**config.mk**
```make
export PLATFORM = sky130hd
export DESIGN_NAME = serial_adder
export DESIGN_NICKNAME = d
export VERILOG_FILES = /design/src/rtl/serial_adder.sv
export SDC_FILE = /design/constraint.sdc
export NUM_CORES = 1
export LEC_CHECK = 0
export BUFFER_PORTS_ARGS = -buffer_cell sky130_fd_sc_hd__clkbuf_2
export CAP_MARGIN = 20
export CORE_MARGIN = 8
export CORE_UTILIZATION = 45
export CTS_BUF_LIST = sky130_fd_sc_hd__clkbuf_4 sky130_fd_sc_hd__clkbuf_8
export DETAILED_ROUTE_END_ITERATION = 12
export MAX_ROUTING_LAYER = met4
export PLACE_DENSITY = 0.72
export SETUP_SLACK_MARGIN = 0.02
export SYNTH_ARGS = -nofsm -noshare
export SYNTH_HDL_FRONTEND = slang
export SYNTH_SLANG_ARGS = --single-unit
```
**constraint.sdc**
```tcl
create_clock -name clk -period 1.7 [get_ports clk]
set_input_delay 0.085 -clock clk [delete_from_list [all_inputs] [get_ports clk]]
set_output_delay 0.085 -clock clk [all_outputs]
set_load 0.05 [all_outputs]
```
**src/rtl/serial_adder.sv**
```systemverilog
`default_nettype none
// ============================================================================
//  Module   : serial_adder
//  Purpose  : Bit-serial WIDTH-bit adder/subtractor, one full-adder slice
//             reused LSB-first with a carry flop; sum/cout/ovf + done pulse.
//  Revision : 1.0  initial release
// ============================================================================
module serial_adder #(
    parameter int WIDTH = 8
) (
    input  logic             clk,
    input  logic             rst_n,
    input  logic             start,
    input  logic             op,
    input  logic [WIDTH-1:0] a,
    input  logic [WIDTH-1:0] b,
    input  logic             cin,
    output logic             busy,
    output logic             done,
    output logic [WIDTH-1:0] sum,
    output logic             cout,
    output logic             ovf
);

    localparam int                 c_CNT_W  = $clog2(WIDTH + 1);
    localparam logic [c_CNT_W-1:0] c_LAST   = c_CNT_W'(WIDTH - 1);
    localparam logic [c_CNT_W-1:0] c_ONE    = c_CNT_W'(1);

    localparam logic [1:0] c_S_IDLE  = 2'd0;
    localparam logic [1:0] c_S_SHIFT = 2'd1;
    localparam logic [1:0] c_S_DONE  = 2'd2;

    logic [1:0]         r_state;
    logic [1:0]         w_next_state;
    logic [WIDTH-1:0]   r_a;
    logic [WIDTH-1:0]   r_b;
    logic               r_c;
    logic [c_CNT_W-1:0] r_cnt;
    logic               w_load;
    logic               w_last;
    logic               w_s;
    logic               w_carry;
    logic [WIDTH-1:0]   w_res_next;

    assign w_load  = start && ((r_state == c_S_IDLE) || (r_state == c_S_DONE));
    assign w_last  = (r_state == c_S_SHIFT) && (r_cnt == c_LAST);
    assign w_s     = r_a[0] ^ r_b[0] ^ r_c;
    assign w_carry = (r_a[0] & r_b[0]) | (r_a[0] & r_c) | (r_b[0] & r_c);

    // Only WIDTH-1 earlier bits need storage; the final bit comes straight from the slice.
    if (WIDTH == 1) begin : g_res_w1
        assign w_res_next = w_s;
    end else begin : g_res_wn
        logic [WIDTH-2:0] r_res;

        assign w_res_next = {w_s, r_res};

        always_ff @(posedge clk or negedge rst_n) begin
            if (!rst_n) begin
                r_res <= '0;
            end else if (r_state == c_S_SHIFT) begin
                r_res <= w_res_next[WIDTH-1:1];
            end
        end
    end

    always_ff @(posedge clk or negedge rst_n) begin
        if (!rst_n) begin
            r_state <= c_S_IDLE;
        end else begin
            r_state <= w_next_state;
        end
    end

    always_comb begin
        w_next_state = r_state;
        case (r_state)
            c_S_IDLE:  if (start) w_next_state = c_S_SHIFT;
            c_S_SHIFT: if (r_cnt == c_LAST) w_next_state = c_S_DONE;
            c_S_DONE:  w_next_state = start ? c_S_SHIFT : c_S_IDLE;
            default:   w_next_state = c_S_IDLE;
        endcase
    end

    always_comb begin
        busy = (r_state == c_S_SHIFT);
        done = (r_state == c_S_DONE);
    end

    always_ff @(posedge clk or negedge rst_n) begin
        if (!rst_n) begin
            r_a   <= '0;
            r_b   <= '0;
            r_c   <= 1'b0;
            r_cnt <= '0;
            sum   <= '0;
            cout  <= 1'b0;
            ovf   <= 1'b0;
        end else begin
            if (w_load) begin
                // Subtract as a + ~b + 1.
                r_a   <= a;
                r_b   <= op ? ~b : b;
                r_c   <= op ? 1'b1 : cin;
                r_cnt <= '0;
            end else if (r_state == c_S_SHIFT) begin
                r_a   <= r_a >> 1;
                r_b   <= r_b >> 1;
                r_c   <= w_carry;
                r_cnt <= r_cnt + c_ONE;
            end
            // r_c on the final step is the carry into the MSB.
            if (w_last) begin
                sum  <= w_res_next;
                cout <= w_carry;
                ovf  <= r_c ^ w_carry;
            end
        end
    end

endmodule
`default_nettype wire

```
# Word level (Yosys, flattened, before mapping)
# Cells that the tools add are included.
[word_totals]
regBits = 40
inputBits = 21
out_inout_bits = 12
elab_cells = 44
[classes]
add_sub_neg = 1
eq_ne = 5
muxes = 14
bitwise_logic = 9
n_reduce_logical = 6
[op_table]
columns = ["cell", "count"]
rows = [
  ["$mux 8", 5],
  ["$mux 4", 2],
  ["$not 8->8", 1],
  ["$pmux 2 s3", 1],
  ["$add 4x1->4 const B", 1],
  ["$eq 4x3->1 const B", 1],
  ["$mux 1", 4],
  ["$mux 2", 2],
  ["$and 1x1->1", 3],
  ["$xor 1x1->1", 3],
  ["$eq 2x1->1 const B", 1],
  ["$eq 2x2->1 const B", 1],
  ["$logic_and 1x1->1", 2],
  ["$logic_not 2->1", 1],
  ["$ne 2x1->1 const B", 1],
  ["$ne 2x2->1 const B", 1],
  ["$or 1x1->1", 2],
  ["$reduce_and 2->1", 1],
  ["$reduce_bool 2->1", 1],
  ["$logic_or 1x1->1", 1],
]

# Logic depth before layout (Yosys ltp)
# Gate-level depths: netlist of the first run.
[depth]
ltp_word = 5
ltp_mapped = 6
mapped_depth_nobuf = 4

# Worst setup path after synthesis of the first run
# Ideal clock, no wire load.
[synth_timing]
path_kind = "register to register"
from = "register r_state[1]"
to = "register cout"
setup_time_ps = 125
arrival_ps = 1278
required_ps = 1575
path_slack_ps = 298
path_stages_with_launch = 6
n_path_buf = 2
synth_period_minus_slack_ps = 1402
path_cell_list = "dfrtp_1 nand2b_1 buf_6 nor3_4 buf_6 mux2_2"
[synth_between]
elab_chain_cells = 2
[synth_rtl]
columns = ["item", "line", "source"]
rows = [
  ["start, declared", "33", "logic [1:0] r_state;"],
  ["start signal, assigned", "69", "r_state <= c_S_IDLE;"],
  ["start signal, assigned", "71", "r_state <= w_next_state;"],
  ["$eq 2x1->1", "46", "assign w_last = (r_state == c_S_SHIFT) && (r_cnt == c_LAST);"],
  ["$logic_and 1x1->1", "46", ""],
  ["end signal, assigned", "115", "cout <= w_carry;"],
  ["end, declared", "21", "output logic cout,"],
]
# Every way passes these cells.
# A chain may end at the register's enable or synchronous reset.

# Worst setup path in the final report of the first run
[layout_timing]
from = "register r_state[1]"
to = "output busy"
[layout_between]
elab_chain_cells = 1
[layout_rtl]
columns = ["item", "line", "source"]
rows = [
  ["$eq 2x1->1", "86", "busy = (r_state == c_S_SHIFT);"],
  ["end, declared", "18", "output logic busy,"],
]
# Every way passes these cells.

==> out/qor.csv, run 1 <==
stage,metric,value,unit
finish,Final Net Count,231,
synth,share of the synthesized area in the top cell type,56.50,%
clocking,CTS tree,done,
synth,syn_area_per_cell,10.30,um^2
global_route,antenna violations before repair,0,
timing,Final setup viols,0,
timing,setup TNS,0,ps
route,via count,1273,
finish,fill count,366,
clocking,CTS Buf Count,5,
finish,Non-Filler Instances,258,
critical_path,crit end category,output port,
placed_design,DP Cell Count,250,
finish,Area Growth Syn to Fin,18.79,%
floorplanning,IO Pins,33,
timing,minimum clock period,1538,ps
global_route,GRT busiest layer,met2,
clocking,Root Driver,clkbuf_8,
finish,diode count,0,
finish,"most common cell after layout, fill and taps aside",nand2_1,
route,final wirelength,3.414,mm
clocking,Post-CTS Setup Bufs,0,
floorplanning,Die ar.,0.006201,mm^2
synth,share of the yosys chip area belonging to registers,56.50,%
clocking,insertion delay to the later sink of the worst-skew pair,280,ps
placed_design,port bufs,32,
clocking,clk buf depth,2,
global_route,vias in the first global route,1303,
timing,hold slack,16.27,ps
placed_design,routability cong.,0.7659,
route,post-DR vias/cell,4.934,
synth,Synth Instances,172,
route,Antenna Nets Post-Route,0,
synth,synth warn,0,
global_route,global-route wire length before repair,5.913,mm
critical_path,kind of critical path,reg2out,
synth,Synth Register Bits,40,
timing,Tcrit/Tclk final,90.50,%
route,WL/cell,13.23,um
floorplanning,die width,78.75,um
placed_design,hpwl dp,2.386,mm
route,total iterations of the first detailed-routing run,4,
global_route,grt met2 use,18.39,%
critical_path,CP arrival,1450,ps
synth,Area contributors post-synth,"dfrtp_1, nand2_1, mux2_2, xor2_1, a31oi_1",
clocking,Worst-path clk slew,70,ps
global_route,largest net degree at the start of global routing,41,
synth,"EDFF count, synth",0,
critical_path,startpoint types,flop,
synth,Synth area leader,dfrtp_1,
timing,Clock Skew,6.354,ps
floorplanning,row count,23,
synth,Main synth FF type,dfrtp_1,
power_and_ir_drop,"Power, Total",4.176,mW
floorplanning,Initial Utilization,45.60,%
clocking,CTS Sinks,40,
outcome,status,completed,
finish,most frequent cells in the layout,"nand2_1, dfrtp_1, clkbuf_2, nor2_1, a31oi_1",
floorplanning,Die Y,78.75,um
global_route,GRT overflow,0,
power_and_ir_drop,static leakage,1.048,nW
route,DRC violations left,0,
route,Starting DRT DRC Count,67,
critical_path,worst r2r src,r_state[1],
timing,slew margin rel.,67.29,%
synth,Synth async-reset ratio,100.0,%
finish,layout cells sized above 1,27.88,%
timing,worst slew pin tran,490.6,ps
critical_path,Critical Path Start,r_state[1],
synth,Syn Std Cell Area,0.001772,mm^2
clocking,H-tree Lvls,2,
min_path,Hold Crit Class,in2reg,
timing,highest clock rate,0.6500,GHz
min_path,hold_sp,a[2],
global_route,M1 GR Usage,15.16,%
critical_path,worst endpoint required time,1620,ps
synth,Synth cell types,27,
timing,RSZ-0062 raised after global routing,no,
critical_path,Crit Path Max Fanout,13,
finish,area of the multi-input gates,700.7,um^2
timing,Slew Limit Fails,0,
power_and_ir_drop,Max IR drop VDD,0.9032,mV
power_and_ir_drop,PD cells,1984,mW/mm^2
synth,syn nets,195,
global_route,grt met3 use,2.370,%
global_route,GRT Util Overall,12.12,%
finish,Sequential Area,0.001001,mm^2
floorplanning,CORE AREA,0.003885,mm^2
run,Max-cap violations,0,
timing,"Hold Vio Cnt, Final",0,
==> path summary, 6_finish.rpt <==
check                                         end  slack [ps]  cells past startpoint
worst max-delay path                         busy         160                      4
worst min register to register  g_res_wn.r_res[0]         470                      2
min in group asynchronous                  sum[0]         390                      3
max in group asynchronous                  r_a[5]         960                      3
worst min-delay path                       r_a[2]          20                      3
worst max register to register             sum[4]         210                      4
==> metal layers <==
metal | vias to the layer above | routed length [um]
met5 | - | 0
met3 | 5 | 121
met4 | 0 | 63
met2 | 23 | 1631
met1 | 607 | 1599
li1 | 638 | -
==> cell usage after synthesis (3+ instances only) <==
cell      number
clkbuf_1       3
nand2_1       50
a31oi_1       11
nor2_1        16
mux2_2        10
buf_2          5
xor2_1        10
nand3_1        3
dfrtp_1       40
==> cell families after synthesis <==
kind of cell | count (synthesis) | synth area share [%]
simple gates | 77 | 18.36
flops | 40 | 56.50
compound gates | 20 | 7.486
buf+inv | 12 | 3.954
mux | 11 | 6.921
xor+xnor | 10 | 4.943
fa+ha+maj | 2 | 1.836
==> stage by stage <==
step	instance area, um^2	utilization [%]	setup WS, ps
global route	2105	54.17	69.81
floorplan	1772	-	297.5
finish	2105	54.17	161.6
CTS	2102	54.11	111.1
detailed placement	1996	51.37	251.9
global placement	1996	51.37	288.8
==> worst max-delay path: stages, from the launching register on <==
cell      delay, ps
dfrtp_1         380
nand2b_1        250
inv_4           180
buf_4           210
buf_12          150
==> flip-flops by register name, summed over array words and instances, names as in the netlist, 2 cells and up <==
name and count:
r_a 8, sum 8, r_b 8, r_state 2
g_res_wn.r_res 7, r_cnt 4
==> timing repair <==
action,in CTS,in global routing
resized for setup,0,1
hold buffers,1,0
endpoints found under the setup margin,0,1
endpoints found under the hold margin,40,0
==> power by group <==
part / switching (mW) / internal [mW] / total [mW]
logic: 1.17 / 0.679 / 1.85
clock network: 0.297 / 0.361 / 0.658
registers: 0.274 / 1.39 / 1.67
total: 1.74 / 2.43 / 4.18
==> final cells by class <==
class,count,share of cell area (%)
sequential,40,47.56
multi-input combinational,120,33.29
timing repair buffer,40,11.30
clock buffer,7,4.578
tap,50,2.973
inverter,1,0.2973
Note: power is estimated with default switching activity, not from simulation.
==> run 2, diff against run 1 <==
Settings changed: RECOVER_POWER set to 100.
==> out/qor.csv, run 2 (synthesis results as in run 1) <==
stage,metric,value,unit
outcome,status,completed,
floorplanning,row count,23,
global_route,global-route wire length before repair,5.913,mm
clocking,H-tree Lvls,2,
timing,slew margin rel.,35.81,%
finish,layout cells sized above 1,22.12,%
floorplanning,die width,78.75,um
min_path,Hold Crit Class,in2reg,
critical_path,CP arrival,1450,ps
floorplanning,CORE AREA,0.003885,mm^2
clocking,insertion delay to the later sink of the worst-skew pair,280,ps
route,DRC violations left,0,
global_route,antenna violations before repair,0,
timing,Final setup viols,0,
route,post-DR vias/cell,4.946,
clocking,Root Driver,clkbuf_8,
placed_design,routability cong.,0.7659,
global_route,largest net degree at the start of global routing,41,
critical_path,crit end category,output port,
timing,setup TNS,0,ps
finish,most frequent cells in the layout,"nand2_1, dfrtp_1, clkbuf_2, nor2_1, clkbuf_1",
timing,Tcrit/Tclk final,90.48,%
clocking,clk buf depth,2,
floorplanning,Die ar.,0.006201,mm^2
timing,Slew Limit Fails,0,
power_and_ir_drop,static leakage,1.008,nW
global_route,GRT Util Overall,12.12,%
clocking,CTS Buf Count,5,
power_and_ir_drop,"Power, Total",4.136,mW
placed_design,DP Cell Count,250,
finish,biggest regs,"r_a (8), r_b (8), sum (8)",
route,final wirelength,3.413,mm
finish,Non-Filler Instances,258,
floorplanning,Initial Utilization,45.60,%
timing,hold slack,16.27,ps
critical_path,startpoint types,flop,
route,Starting DRT DRC Count,83,
timing,highest clock rate,0.6501,GHz
clocking,Worst-path clk slew,70,ps
global_route,vias in the first global route,1303,
route,total iterations of the first detailed-routing run,4,
finish,fill count,376,
clocking,CTS Sinks,40,
timing,worst slew pin tran,962.9,ps
placed_design,dpl ws,251.9,ps
floorplanning,Die Y,78.75,um
critical_path,worst endpoint required time,1620,ps
route,WL/cell,13.23,um
global_route,GRT overflow,0,
critical_path,kind of critical path,reg2out,
timing,Clock Skew,6.349,ps
floorplanning,IO Pins,33,
placed_design,hpwl dp,2.386,mm
critical_path,Crit Path Max Fanout,13,
route,via count,1276,
finish,Area Growth Syn to Fin,17.66,%
placed_design,port bufs,32,
clocking,CTS tree,done,
timing,minimum clock period,1538,ps
route,Antenna Nets Post-Route,0,
finish,diode count,0,
timing,setup ws final,161.8,ps
finish,Final Net Count,231,
run,Max-cap violations,0,
clocking,Post-CTS Setup Bufs,0,
timing,RSZ-0062 raised after global routing,no,
power_and_ir_drop,Max IR drop VDD,0.9015,mV
finish,"most common cell after layout, fill and taps aside",nand2_1,
power_and_ir_drop,PD cells,1984,mW/mm^2
timing,"Hold Vio Cnt, Final",0,
[run 2: cell count changes in the layout (fill, tap and decap cells not counted)]
cell	delta
clkbuf_1	+12
clkbuf_2	-10
buf_4	-2
[run 2: worst paths after layout]
path                                endpoint  slack, ps         startpoint  cells past startpoint
max                                     busy        160         r_state[1]                      4
min                                   r_a[2]         20               a[2]                      3
max reg2reg                           sum[4]        210         r_state[1]                      4
min reg2reg                g_res_wn.r_res[0]        470  g_res_wn.r_res[0]                      2
max in group asynchronous             r_a[5]        530              rst_n                      3
min in group asynchronous             sum[0]        570              rst_n                      3
[run 2: metrics by stage]
step / instance area (um^2) / utilization [%]
after CTS: 2102 / 54.11
final: 2085 / 53.66
after global placement: 1996 / 51.37
after global routing: 2085 / 53.66
after floorplan: 1772 / -
after detailed placement: 1996 / 51.37
[run 2: area by class of cell]
class / count / area [um^2] / area share, %
Tap cell: 50 / 62.56 / 3.001
Clock buffer: 7 / 96.34 / 4.622
Timing Repair Buffer: 40 / 217.7 / 10.44
Inverter: 1 / 6.256 / 0.3001
Sequential cell: 40 / 1001 / 48.02
Multi-Input combinational cell: 120 / 700.7 / 33.61
[run 2: critical path: stages, from the launching register on]
cell      delay, ps
dfrtp_1         380
nand2b_1        250
inv_4           180
buf_4           210
buf_12          150
[run 2: timing repair]
item                                   CTS  global route
endpoints found under the hold margin   40             0
hold buffers                             1             0
resized for setup                        0             1
setup endpoints to repair                0             1
[run 2: metal layers]
layer	wire length (um)	global-route usage [%]
met3	121	2.370
met2	1637	18.39
met1	1590	15.16
met5	0	-
met4	63	6.111
[run 2: power by group]
part / switching [mW] / internal [mW] / total, mW
registers: 0.273 / 1.39 / 1.66
clock network: 0.297 / 0.361 / 0.658
logic: 1.17 / 0.640 / 1.81
total: 1.74 / 2.39 / 4.14
==> run 3, diff against run 2 <==
==> constraint.sdc (replaced) <==
create_clock -name clk -period 1.7 [get_ports clk]
set_input_delay 0.255 -clock clk [delete_from_list [all_inputs] [get_ports clk]]
set_output_delay 0.255 -clock clk [all_outputs]
set_load 0.05 [all_outputs]
==> out/qor.csv, run 3 (synthesis results as in run 1) <==
stage,metric,value,unit
finish,Final Net Count,231,
clocking,Worst-path clk slew,70,ps
global_route,GRT Util Overall,12.22,%
global_route,antenna violations before repair,0,
global_route,GRT overflow,0,
finish,layout cells sized above 1,21.63,%
timing,setup TNS,0,ps
finish,fill count,370,
clocking,insertion delay to the later sink of the worst-skew pair,280,ps
finish,area of the multi-input gates,700.7,um^2
floorplanning,die width,78.75,um
min_path,Hold Crit Class,in2reg,
placed_design,port bufs,32,
min_path,Hold Path Stages,3,
timing,highest clock rate,0.6349,GHz
timing,setup ws final,125.1,ps
floorplanning,Initial Utilization,45.60,%
outcome,status,completed,
placed_design,dpl ws,238.3,ps
route,WL/cell,13.21,um
finish,biggest regs,"r_a (8), r_b (8), sum (8)",
power_and_ir_drop,static leakage,1.004,nW
critical_path,CP arrival,1320,ps
finish,Area Growth Syn to Fin,17.16,%
route,total iterations of the first detailed-routing run,4,
critical_path,worst r2r src,r_state[1],
placed_design,hpwl dp,2.502,mm
floorplanning,IO Pins,33,
timing,RSZ-0062 raised after global routing,no,
clocking,H-tree Lvls,2,
floorplanning,row count,23,
route,Antenna Nets Post-Route,0,
timing,minimum clock period,1575,ps
floorplanning,Die ar.,0.006201,mm^2
finish,diode count,0,
critical_path,Crit Path Max Fanout,12,
timing,hold slack,189.7,ps
timing,"Hold Vio Cnt, Final",0,
critical_path,Worst Reg2Reg Path Length in Cells,4,
power_and_ir_drop,"Power, Total",4.035,mW
power_and_ir_drop,Max IR drop VDD,0.7202,mV
finish,"most common cell after layout, fill and taps aside",nand2_1,
critical_path,Critical Path Start,r_state[1],
timing,Clock Skew,6.365,ps
clocking,Post-CTS Setup Bufs,0,
global_route,largest net degree at the start of global routing,24,
floorplanning,Die Y,78.75,um
power_and_ir_drop,PD cells,1944,mW/mm^2
route,final wirelength,3.407,mm
clocking,# resized after CTS,0,
critical_path,worst endpoint required time,1440,ps
timing,slew margin rel.,25.81,%
route,DRC violations left,0,
finish,Non-Filler Instances,258,
route,Starting DRT DRC Count,81,
critical_path,kind of critical path,reg2out,
timing,worst slew pin tran,1113,ps
critical_path,startpoint types,flop,
finish,Sequential Area,0.001001,mm^2
critical_path,crit end category,output port,
run,Max-cap violations,0,
timing,Slew Limit Fails,0,
clocking,CTS tree,done,
clocking,CTS Sinks,40,
finish,most frequent cells in the layout,"nand2_1, dfrtp_1, clkbuf_2, nor2_1, clkbuf_1",
clocking,clk buf depth,2,
clocking,CTS Buf Count,5,
clocking,Root Driver,clkbuf_8,
global_route,vias in the first global route,1352,
timing,Final setup viols,0,
placed_design,routability cong.,0.7681,
min_path,hold_sp,a[7],
route,via count,1266,
timing,Tcrit/Tclk final,92.64,%
floorplanning,CORE AREA,0.003885,mm^2
placed_design,DP Cell Count,250,
route,post-DR vias/cell,4.907,
global_route,global-route wire length before repair,6.016,mm
[run 3: cell count changes in the layout (fill, tap and decap cells not counted), sizes merged]
cell,delta
buf,-1
clkinv,+1
[run 3: what timing repair did]
item,in CTS,in global routing
hold endpoints to repair,19,0
hold buffers,1,0
endpoints found under the setup margin,0,0
[run 3: worst paths after layout]
check / endpoint / slack [ps]
max in group asynchronous: r_a[3] / 320
worst min-delay path: r_a[7] / 190
worst max-delay path: busy / 130
worst min register to register: g_res_wn.r_res[0] / 480
min in group asynchronous: sum[6] / 700
worst max register to register: sum[0] / 250
[run 3: metal layers]
| metal | wire (um) | vias to the layer above | GRT usage, % |
|---|---|---|---|
| met2 | 1659 | 14 | 19.47 |
| met5 | 0 | - | - |
| li1 | - | 644 | - |
| met1 | 1599 | 604 | 14.88 |
| met3 | 103 | 4 | 2.370 |
| met4 | 44 | 0 | 5.185 |
[run 3: layout make-up]
| type | count | share of cell area (%) |
|---|---|---|
| Tap cell | 50 | 3.014 |
| Timing Repair Buffer | 40 | 10.91 |
| Multi-Input combinational cell | 120 | 33.76 |
| Inverter | 1 | 0.1808 |
| Clock buffer | 6 | 3.677 |
| Clock inverter | 1 | 0.2411 |
| Sequential cell | 40 | 48.22 |
[run 3: metrics by stage]
stage / area (um^2) / utilization [%]
after global routing: 2076 / 53.43
final: 2076 / 53.43
after CTS: 2100 / 54.04
after floorplan: 1772 / -
after global placement: 2008 / 51.69
after detailed placement: 2008 / 51.69
[run 3: critical path: stages (launching register included)]
cell	delay [ps]
dfrtp_1	390
nand2b_1	220
inv_2	250
buf_12	180
[run 3: where the power goes]
group | switching (mW) | internal [mW]
Sequential | 0.270 | 1.39
Clock | 0.291 | 0.295
Combinational | 1.16 | 0.623
Total | 1.73 | 2.31
